<file path="config.mk">
export PLATFORM = sky130hd
export DESIGN_NAME = mc_control_v2_flat
export DESIGN_NICKNAME = d
export VERILOG_FILES = /design/src/rtl/mc_control_v2_if.sv /design/src/rtl/mc_control_v2.sv /design/src/flat_wrapper.sv
export SDC_FILE = /design/constraint.sdc
export NUM_CORES = 1
export LEC_CHECK = 0
export CAP_MARGIN = 20
export CORE_MARGIN = 3
export CORE_UTILIZATION = 25
export DETAILED_ROUTE_END_ITERATION = 6
export DONT_BUFFER_PORTS = 1
export PLACE_DENSITY = 0.38
export SLEW_MARGIN = 25
export SYNTH_ARGS = -nofsm -noshare
export SYNTH_HDL_FRONTEND = slang
export SYNTH_SLANG_ARGS = --single-unit
</file>
<file path="constraint.sdc">
create_clock -name clk -period 2.4 [get_ports clk]
set_clock_uncertainty 0.1 [all_clocks]
set_input_delay 0.36 -clock clk [delete_from_list [all_inputs] [get_ports clk]]
set_output_delay 0.36 -clock clk [all_outputs]
set_load 0.02 [all_outputs]
</file>
<file path="src/rtl/mc_control_v2_if.sv">
// Control <-> datapath/memory bundle for the multicycle RV32I controller.
// master = controller side, slave = datapath/memory side.
interface mc_control_v2_if;
  logic [6:0] opcode;
  logic [2:0] funct3;
  logic [6:0] funct7;
  logic       br_en;
  logic [1:0] addr_lsb;
  logic       mem_resp;

  logic [1:0] pcmux_sel;
  logic       alumux1_sel;
  logic [2:0] alumux2_sel;
  logic [3:0] regfilemux_sel;
  logic       marmux_sel;
  logic       cmpmux_sel;
  logic [2:0] aluop;
  logic [2:0] cmpop;
  logic       load_pc;
  logic       load_ir;
  logic       load_regfile;
  logic       load_mar;
  logic       load_mdr;
  logic       load_data_out;
  logic       mem_read;
  logic       mem_write;
  logic [3:0] mem_byte_enable;
  logic [3:0] rmask;
  logic       trap;
  logic [1:0] trap_cause;

  modport master (
    input  opcode, funct3, funct7, br_en, addr_lsb, mem_resp,
    output pcmux_sel, alumux1_sel, alumux2_sel, regfilemux_sel, marmux_sel,
           cmpmux_sel, aluop, cmpop, load_pc, load_ir, load_regfile, load_mar,
           load_mdr, load_data_out, mem_read, mem_write, mem_byte_enable,
           rmask, trap, trap_cause
  );

  modport slave (
    output opcode, funct3, funct7, br_en, addr_lsb, mem_resp,
    input  pcmux_sel, alumux1_sel, alumux2_sel, regfilemux_sel, marmux_sel,
           cmpmux_sel, aluop, cmpop, load_pc, load_ir, load_regfile, load_mar,
           load_mdr, load_data_out, mem_read, mem_write, mem_byte_enable,
           rmask, trap, trap_cause
  );
endinterface

</file>
<file path="src/rtl/mc_control_v2.sv">
// Multicycle RV32I control FSM with sub-word masks, jal/jalr and trap
// detection (illegal opcode, misaligned access, memory timeout).
module mc_control_v2 #(
  parameter int unsigned MEM_TIMEOUT  = 64,
  parameter int unsigned TO_W         = 8,
  parameter int unsigned HALT_ON_TRAP = 1
) (
  input logic            clk,
  input logic            rst,
  mc_control_v2_if.master bus
);
  localparam logic [6:0] OP_LUI   = 7'b0110111;
  localparam logic [6:0] OP_AUIPC = 7'b0010111;
  localparam logic [6:0] OP_JAL   = 7'b1101111;
  localparam logic [6:0] OP_JALR  = 7'b1100111;
  localparam logic [6:0] OP_BR    = 7'b1100011;
  localparam logic [6:0] OP_LOAD  = 7'b0000011;
  localparam logic [6:0] OP_STORE = 7'b0100011;
  localparam logic [6:0] OP_IMM   = 7'b0010011;
  localparam logic [6:0] OP_REG   = 7'b0110011;
  localparam logic [TO_W-1:0] TO_LAST = TO_W'(MEM_TIMEOUT - 1);

  typedef enum logic [4:0] {
    FETCH1, FETCH2, FETCH3, DECODE, S_LUI, S_AUIPC, S_IMM, S_REG, S_BR,
    S_JAL, S_JALR, CALC_ADDR, LD1, LD2, ST1, ST2, TRAP
  } state_t;

  state_t          state_q, state_d;
  logic [TO_W-1:0] cnt_q, cnt_d;
  logic [1:0]      lsb_q, lsb_d;
  logic            trap_q;
  logic [1:0]      cause_q, cause_d;
  logic [3:0]      mask;
  logic            misaligned;
  logic            is_store;
  logic            in_wait, enter_wait;

  always_ff @(posedge clk or posedge rst) begin
    if (rst) begin
      state_q <= FETCH1;
      cnt_q   <= '0;
      lsb_q   <= '0;
      trap_q  <= 1'b0;
      cause_q <= '0;
    end else begin
      state_q <= state_d;
      cnt_q   <= cnt_d;
      lsb_q   <= lsb_d;
      // Only the first fault is recorded; trap stays set until reset.
      if (state_d == TRAP && state_q != TRAP && !trap_q) begin
        trap_q  <= 1'b1;
        cause_q <= cause_d;
      end
    end
  end

  always_comb begin
    unique case (bus.funct3[1:0])
      2'b00:   mask = 4'b0001 << lsb_q;
      2'b01:   mask = 4'b0011 << lsb_q;
      default: mask = 4'b1111;
    endcase
  end

  assign is_store   = (bus.opcode == OP_STORE);
  assign misaligned = ((bus.funct3[1:0] == 2'b10) && (bus.addr_lsb != 2'b00)) ||
                      ((bus.funct3[1:0] == 2'b01) && bus.addr_lsb[0]);
  assign in_wait    = (state_q == FETCH2) || (state_q == LD1) || (state_q == ST1);
  assign enter_wait = ((state_d == FETCH2) || (state_d == LD1) || (state_d == ST1)) &&
                      (state_d != state_q);

  always_comb begin
    state_d             = state_q;
    lsb_d               = lsb_q;
    cause_d             = 2'd0;
    bus.pcmux_sel       = 2'd0;
    bus.alumux1_sel     = 1'b0;
    bus.alumux2_sel     = 3'd0;
    bus.regfilemux_sel  = 4'd0;
    bus.marmux_sel      = 1'b0;
    bus.cmpmux_sel      = 1'b0;
    bus.aluop           = bus.funct3;
    bus.cmpop           = bus.funct3;
    bus.load_pc         = 1'b0;
    bus.load_ir         = 1'b0;
    bus.load_regfile    = 1'b0;
    bus.load_mar        = 1'b0;
    bus.load_mdr        = 1'b0;
    bus.load_data_out   = 1'b0;
    bus.mem_read        = 1'b0;
    bus.mem_write       = 1'b0;
    bus.mem_byte_enable = 4'b1111;
    bus.rmask           = 4'b0000;

    unique case (state_q)
      FETCH1: begin
        bus.load_mar = 1'b1;
        state_d      = FETCH2;
      end
      FETCH2: begin
        bus.mem_read = 1'b1;
        bus.load_mdr = 1'b1;
        if (bus.mem_resp)        state_d = FETCH3;
        else if (cnt_q == TO_LAST) begin
          state_d = TRAP;
          cause_d = 2'd2;
        end
      end
      FETCH3: begin
        bus.load_ir = 1'b1;
        state_d     = DECODE;
      end
      DECODE: begin
        unique case (bus.opcode)
          OP_LUI:   state_d = S_LUI;
          OP_AUIPC: state_d = S_AUIPC;
          OP_JAL:   state_d = S_JAL;
          OP_JALR:  state_d = S_JALR;
          OP_BR:    state_d = (bus.funct3[2:1] == 2'b01) ? TRAP : S_BR;
          OP_LOAD:  state_d = (bus.funct3 == 3'd3 || bus.funct3 == 3'd6 ||
                               bus.funct3 == 3'd7) ? TRAP : CALC_ADDR;
          OP_STORE: state_d = (bus.funct3 > 3'd2) ? TRAP : CALC_ADDR;
          OP_IMM:   state_d = S_IMM;
          OP_REG:   state_d = S_REG;
          default:  state_d = TRAP;
        endcase
      end
      S_LUI: begin
        bus.load_regfile   = 1'b1;
        bus.regfilemux_sel = 4'd2;
        bus.load_pc        = 1'b1;
        state_d            = FETCH1;
      end
      S_AUIPC: begin
        bus.alumux1_sel  = 1'b1;
        bus.alumux2_sel  = 3'd1;
        bus.aluop        = 3'd0;
        bus.load_regfile = 1'b1;
        bus.load_pc      = 1'b1;
        state_d          = FETCH1;
      end
      S_IMM, S_REG: begin
        bus.alumux2_sel  = (state_q == S_REG) ? 3'd5 : 3'd0;
        bus.load_regfile = 1'b1;
        bus.load_pc      = 1'b1;
        state_d          = FETCH1;
        if (bus.funct3 == 3'd2 || bus.funct3 == 3'd3) begin
          bus.cmpop          = (bus.funct3 == 3'd2) ? 3'd4 : 3'd6;
          bus.regfilemux_sel = 4'd1;
          bus.cmpmux_sel     = (state_q == S_IMM);
        end else if (bus.funct3 == 3'd5 && bus.funct7 == 7'b0100000) begin
          bus.aluop = 3'd2;
        end else if (state_q == S_REG && bus.funct3 == 3'd0 &&
                     bus.funct7 == 7'b0100000) begin
          bus.aluop = 3'd3;
        end
      end
      S_BR: begin
        bus.alumux1_sel = 1'b1;
        bus.alumux2_sel = 3'd2;
        bus.aluop       = 3'd0;
        bus.pcmux_sel   = {1'b0, bus.br_en};
        bus.load_pc     = 1'b1;
        state_d         = FETCH1;
      end
      S_JAL: begin
        bus.regfilemux_sel = 4'd4;
        bus.load_regfile   = 1'b1;
        bus.alumux1_sel    = 1'b1;
        bus.alumux2_sel    = 3'd4;
        bus.pcmux_sel      = 2'd1;
        bus.load_pc        = 1'b1;
        state_d            = FETCH1;
      end
      S_JALR: begin
        bus.regfilemux_sel = 4'd4;
        bus.load_regfile   = 1'b1;
        bus.pcmux_sel      = 2'd2;
        bus.load_pc        = 1'b1;
        state_d            = FETCH1;
      end
      CALC_ADDR: begin
        bus.aluop       = 3'd0;
        bus.alumux2_sel = is_store ? 3'd3 : 3'd0;
        bus.marmux_sel  = 1'b1;
        lsb_d           = bus.addr_lsb;
        if (misaligned) begin
          state_d = TRAP;
          cause_d = 2'd1;
        end else begin
          bus.load_mar      = 1'b1;
          bus.load_data_out = is_store;
          state_d           = is_store ? ST1 : LD1;
        end
      end
      LD1: begin
        bus.mem_read = 1'b1;
        bus.load_mdr = 1'b1;
        bus.rmask    = mask;
        if (bus.mem_resp)        state_d = LD2;
        else if (cnt_q == TO_LAST) begin
          state_d = TRAP;
          cause_d = 2'd2;
        end
      end
      ST1: begin
        bus.mem_write       = 1'b1;
        bus.mem_byte_enable = mask;
        if (bus.mem_resp)        state_d = ST2;
        else if (cnt_q == TO_LAST) begin
          state_d = TRAP;
          cause_d = 2'd2;
        end
      end
      LD2: begin
        unique case (bus.funct3)
          3'd0:    bus.regfilemux_sel = 4'd5;
          3'd4:    bus.regfilemux_sel = 4'd6;
          3'd1:    bus.regfilemux_sel = 4'd7;
          3'd5:    bus.regfilemux_sel = 4'd8;
          default: bus.regfilemux_sel = 4'd3;
        endcase
        bus.load_regfile = 1'b1;
        bus.load_pc      = 1'b1;
        state_d          = FETCH1;
      end
      ST2: begin
        bus.load_pc = 1'b1;
        state_d     = FETCH1;
      end
      TRAP: begin
        if (HALT_ON_TRAP == 0) begin
          bus.load_pc = 1'b1;
          state_d     = FETCH1;
        end
      end
      default: state_d = FETCH1;
    endcase

    if (enter_wait)                   cnt_d = '0;
    else if (in_wait && !bus.mem_resp) cnt_d = cnt_q + 1'b1;
    else                              cnt_d = cnt_q;
  end

  assign bus.trap       = trap_q;
  assign bus.trap_cause = cause_q;
endmodule
</file>
<file path="src/flat_wrapper.sv">
// flat-port wrapper written by rule: the top's interface ports become plain ports
module mc_control_v2_flat 
#(
  parameter int unsigned MEM_TIMEOUT  = 64,
  parameter int unsigned TO_W         = 8,
  parameter int unsigned HALT_ON_TRAP = 1
)
  (clk, rst, bus_opcode, bus_funct3, bus_funct7, bus_br_en, bus_addr_lsb, bus_mem_resp, bus_pcmux_sel, bus_alumux1_sel, bus_alumux2_sel, bus_regfilemux_sel, bus_marmux_sel, bus_cmpmux_sel, bus_aluop, bus_cmpop, bus_load_pc, bus_load_ir, bus_load_regfile, bus_load_mar, bus_load_mdr, bus_load_data_out, bus_mem_read, bus_mem_write, bus_mem_byte_enable, bus_rmask, bus_trap, bus_trap_cause);
  mc_control_v2_if bus_i ();
  input logic clk;
  input logic rst;
  input wire logic [$bits(bus_i.opcode)-1:0] bus_opcode;
  input wire logic [$bits(bus_i.funct3)-1:0] bus_funct3;
  input wire logic [$bits(bus_i.funct7)-1:0] bus_funct7;
  input wire logic [$bits(bus_i.br_en)-1:0] bus_br_en;
  input wire logic [$bits(bus_i.addr_lsb)-1:0] bus_addr_lsb;
  input wire logic [$bits(bus_i.mem_resp)-1:0] bus_mem_resp;
  output wire logic [$bits(bus_i.pcmux_sel)-1:0] bus_pcmux_sel;
  output wire logic [$bits(bus_i.alumux1_sel)-1:0] bus_alumux1_sel;
  output wire logic [$bits(bus_i.alumux2_sel)-1:0] bus_alumux2_sel;
  output wire logic [$bits(bus_i.regfilemux_sel)-1:0] bus_regfilemux_sel;
  output wire logic [$bits(bus_i.marmux_sel)-1:0] bus_marmux_sel;
  output wire logic [$bits(bus_i.cmpmux_sel)-1:0] bus_cmpmux_sel;
  output wire logic [$bits(bus_i.aluop)-1:0] bus_aluop;
  output wire logic [$bits(bus_i.cmpop)-1:0] bus_cmpop;
  output wire logic [$bits(bus_i.load_pc)-1:0] bus_load_pc;
  output wire logic [$bits(bus_i.load_ir)-1:0] bus_load_ir;
  output wire logic [$bits(bus_i.load_regfile)-1:0] bus_load_regfile;
  output wire logic [$bits(bus_i.load_mar)-1:0] bus_load_mar;
  output wire logic [$bits(bus_i.load_mdr)-1:0] bus_load_mdr;
  output wire logic [$bits(bus_i.load_data_out)-1:0] bus_load_data_out;
  output wire logic [$bits(bus_i.mem_read)-1:0] bus_mem_read;
  output wire logic [$bits(bus_i.mem_write)-1:0] bus_mem_write;
  output wire logic [$bits(bus_i.mem_byte_enable)-1:0] bus_mem_byte_enable;
  output wire logic [$bits(bus_i.rmask)-1:0] bus_rmask;
  output wire logic [$bits(bus_i.trap)-1:0] bus_trap;
  output wire logic [$bits(bus_i.trap_cause)-1:0] bus_trap_cause;
  assign bus_i.opcode = bus_opcode;
  assign bus_i.funct3 = bus_funct3;
  assign bus_i.funct7 = bus_funct7;
  assign bus_i.br_en = bus_br_en;
  assign bus_i.addr_lsb = bus_addr_lsb;
  assign bus_i.mem_resp = bus_mem_resp;
  assign bus_pcmux_sel = bus_i.pcmux_sel;
  assign bus_alumux1_sel = bus_i.alumux1_sel;
  assign bus_alumux2_sel = bus_i.alumux2_sel;
  assign bus_regfilemux_sel = bus_i.regfilemux_sel;
  assign bus_marmux_sel = bus_i.marmux_sel;
  assign bus_cmpmux_sel = bus_i.cmpmux_sel;
  assign bus_aluop = bus_i.aluop;
  assign bus_cmpop = bus_i.cmpop;
  assign bus_load_pc = bus_i.load_pc;
  assign bus_load_ir = bus_i.load_ir;
  assign bus_load_regfile = bus_i.load_regfile;
  assign bus_load_mar = bus_i.load_mar;
  assign bus_load_mdr = bus_i.load_mdr;
  assign bus_load_data_out = bus_i.load_data_out;
  assign bus_mem_read = bus_i.mem_read;
  assign bus_mem_write = bus_i.mem_write;
  assign bus_mem_byte_enable = bus_i.mem_byte_enable;
  assign bus_rmask = bus_i.rmask;
  assign bus_trap = bus_i.trap;
  assign bus_trap_cause = bus_i.trap_cause;
  mc_control_v2 #(.MEM_TIMEOUT(MEM_TIMEOUT), .TO_W(TO_W), .HALT_ON_TRAP(HALT_ON_TRAP)) u_core (.clk(clk), .rst(rst), .bus(bus_i));
endmodule
</file>
==> flow_summary.yaml <==
run_status:
  outcome: "finished, violations left"
  violations: "negative hold slack, negative setup slack"
routing:
  vias: 1990
  post-route-drc-count: 0
  firstDrtPassIters: 4
  viasPerCell: 5.209
  drt_iter0_markers: 100
  wirelength_mm: 6.083
  wl_per_cell_um: 15.92
  drtAntennaViolNets: 0
timing:
  period_minus_slack_ns: 2.446
  whs_ns: -0.007823
  slew_violations: 0
  setup_viol: 1
  setup_ws_ns: -0.04617
  relSlewSlack_pct: 53.67
  worst_slew_pin_slew_ns: 0.6941
  hold_violations: 17
  fmax_mhz: 408.8
  rsz0062_at_grt: "yes"
  fin_crit_sh_pct: 101.9
critical_path:
  required_ns: 1.94
  cp.depth: 5
  cp.arrival_ns: 1.99
  crit_path_start: "u_core.state_q[2]"
  critPathTopFamily: "simple AND/OR/NAND/NOR gates"
  reg2reg_from: "u_core.state_q[2]"
  cp_max_fo: 5
  cp_slowest_cell: "dfrtp_2"
  ff2ff_setup_slack_ns: 0.30
  crit_buf_inv: 0
  endpoint: "bus_load_mar"
  crit_chain: "or3b_4 > a2111oi_4 > and2_4 > nor4_4 > a21o_2"
  timing_worst_setup_path_type: "register to primary output"
  cp-end-kind: "primary output"
  rr_endpoint: "u_core.cnt_q[7]"
  critPathLaunchType: "register"
  slowest_delay_ns: 0.47
  ff2ff_path_depth: 7
layout:
  nets: 311
  fillCellCount: 746
  fin_cells: 382
  design_area_um2: 2482
  antennaDiodeCount: 0
  drive_gt1_share_pct: 32.17
  area_delta_synth_final_pct: 32.71
cts:
  clk_latency_ns: 0.26
  cts_tree: "done"
  numCtsBuffers: 3
  cts_buffer_depth: 2
  clock-root-buffer: "clkbuf_8"
  path_clk_slew_ns: 0.08
  numClockSinks: 18
  htreeDepth: 1
  postCtsHoldBufs: 0
synthesis:
  yosysTopAreaCell: "dfrtp_1"
  syn-num-nets: 270
  async_reset_ff_share_pct: 100.0
  synth_edf_count: 0
  syn_avg_cell_area_um2: 7.604
  ys.flop_type: "dfrtp_1"
  yosys.area.top_type_share_pct: 24.08
  syn_inst: 246
  synth.distinct_cells: 60
  synth_seq_cells: 18
  synth_seq_area_share_pct: 24.08
  syn_area_um2: 1871
  yosys_warnings: 0
  synth_area_leaders: "dfrtp_1 (24%), nor2_1 (7.6%), a21oi_1 (4.3%)"
power_and_ir_drop:
  ir_drop_mv: 0.3194
  powerDensity_nw_per_um2: 651.0
  total_leakage_power_nw: 1.013
floorplan:
  ios: 60
  coreArea_um2: 7019
  initial_utilization_pct: 26.65
  fp.dieArea_um2: 8556
  rows: 30
  die_w_um: 92.50
  die_h_um: 92.50
global_routing:
  grt_first_pass_wirelength_mm: 10.15
  grt_antenna_before_repair: 0
  grt_pass1_vias: 2043
  grt_max_degree: 22
  overflow: 0
  grt_usage_pct: 14.41
hold_path:
  hp-class: "primary input to async pin"
place:
  placed_area_um2: 2225
  hpwl_mm: 4.800
  dp.cells: 368
  portBuffers: 0
  gp_congestion: 0.8139
job:
  max-cap-violations: 0
[where the power goes]
| group | switching (mW) | internal [mW] |
|---|---|---|
| Clock | 0.112 | 0.146 |
| Sequential | 0.0423 | 0.345 |
| Combinational | 0.529 | 0.442 |
| Total | 0.683 | 0.933 |
[cell families (layout without fill, tap and decap cells)]
logic type	after synthesis	count (layout)	share of synthesized area, %
multiplexers	7	7	3.880
AND/OR/NAND/NOR	122	122	35.25
AO/OA/AOI/OAI	65	65	24.88
adder cells (fa/ha/maj)	1	1	0.6688
XOR/XNOR	10	10	5.084
flip-flops	18	18	24.08
buffers and inverters	23	63	6.153
[Yosys cell counts, types with 3 or more instances]
library cell,instances
nand2b_1,8
a21oi_1,16
o211ai_1,3
a211oi_1,10
nor2b_1,5
nand2_1,21
xnor2_1,5
a31oi_1,3
nor2_1,38
nor3_1,12
clkbuf_1,8
inv_1,5
nand3_1,5
and2_1,5
nor4b_1,3
buf_2,5
xor2_1,4
dfrtp_1,18
and3_1,4
o21ai_0,11
and3b_1,4
mux2i_1,5
[worst register-to-register path, delay by kind of cell (launching register included)]
kind	cells	cell delay, ns
AOI/OAI and AO/OA	2	0.63
xor gates and xnor gates	1	0.15
buffers and inverters	2	0.30
DFF	1	0.47
and+or+nand+nor	2	0.37
[cell usage in the layout (no fill, tap or decap), drive strengths merged, types with 3 or more instances in the layout]
cell / synthesis / routed
nor3: 12 / 12
nand2: 21 / 21
dfrtp: 18 / 18
a31oi: 3 / 3
a21oi: 16 / 16
nor4: 3 / 3
buf: 10 / 54
mux2i: 5 / 5
xnor2: 5 / 5
and3: 4 / 4
nor2b: 5 / 5
a211oi: 10 / 10
clkbuf: 8 / 4
o21ai: 12 / 12
and3b: 4 / 4
a2111oi: 3 / 3
nand3: 5 / 5
nor2: 38 / 38
xor2: 5 / 5
nor4b: 4 / 4
inv: 5 / 5
nand2b: 8 / 8
o211ai: 3 / 3
and2: 7 / 7
[stage by stage]
step	utilization, %	TNS (ns)	power, mW	setup WS, ns
2_1_floorplan	-	0	0.9567	0.01403
3_3_place_gp	31.69	0	1.252	0.06204
3_5_place_dp	31.69	0	1.241	0.04670
4_1_cts	34.53	-0.09901	1.596	-0.09327
5_1_grt	35.37	-0.6390	1.740	-0.1393
6_report	35.37	-0.04617	1.616	-0.04617
[per-layer routing]
layer	GRT usage, %	up-vias	share of wire, %
met3	2.924	6	5.6
met5	0	-	0
met4	2.475	0	1.2
met1	17.77	953	45
li1	-	976	-
met2	26.04	55	48
[worst min path at each step]
stage,end,slack [ns],cells after the start
after floorplan,u_core.bus.trap,0.20,1
after global placement,u_core.cnt_q[3],0.31,1
after detailed placement,u_core.cnt_q[4],0.31,1
after CTS,u_core.bus.trap_cause[0],0.03,1
after global routing,u_core.cnt_q[2],0.08,1
final,u_core.cnt_q[2],-0.008,1
[flip-flops by register name (all words and copies together), names as in the netlist]
name	count
u_core.state_q	5
u_core.bus.trap_cause	2
u_core.cnt_q	8
u_core.bus.trap	1
u_core.lsb_q	2
[final cells by class]
type                            count  area (um^2)  area share, %
Clock buffer                        4        55.05          2.218
Inverter                            5        18.77         0.7560
Timing Repair Buffer               54        431.7          17.39
Sequential cell                    18        455.4          18.35
Multi-Input combinational cell    205         1401          56.45
Tap cell                           96        120.1          4.839
[timing repair]
item | in CTS | in global routing
pin swaps | 14 | 6
resized for setup | 25 | 9
buffers inserted | 5 | 5
endpoints found under the setup margin | 4 | 12
(Power assumes the default switching activity.)
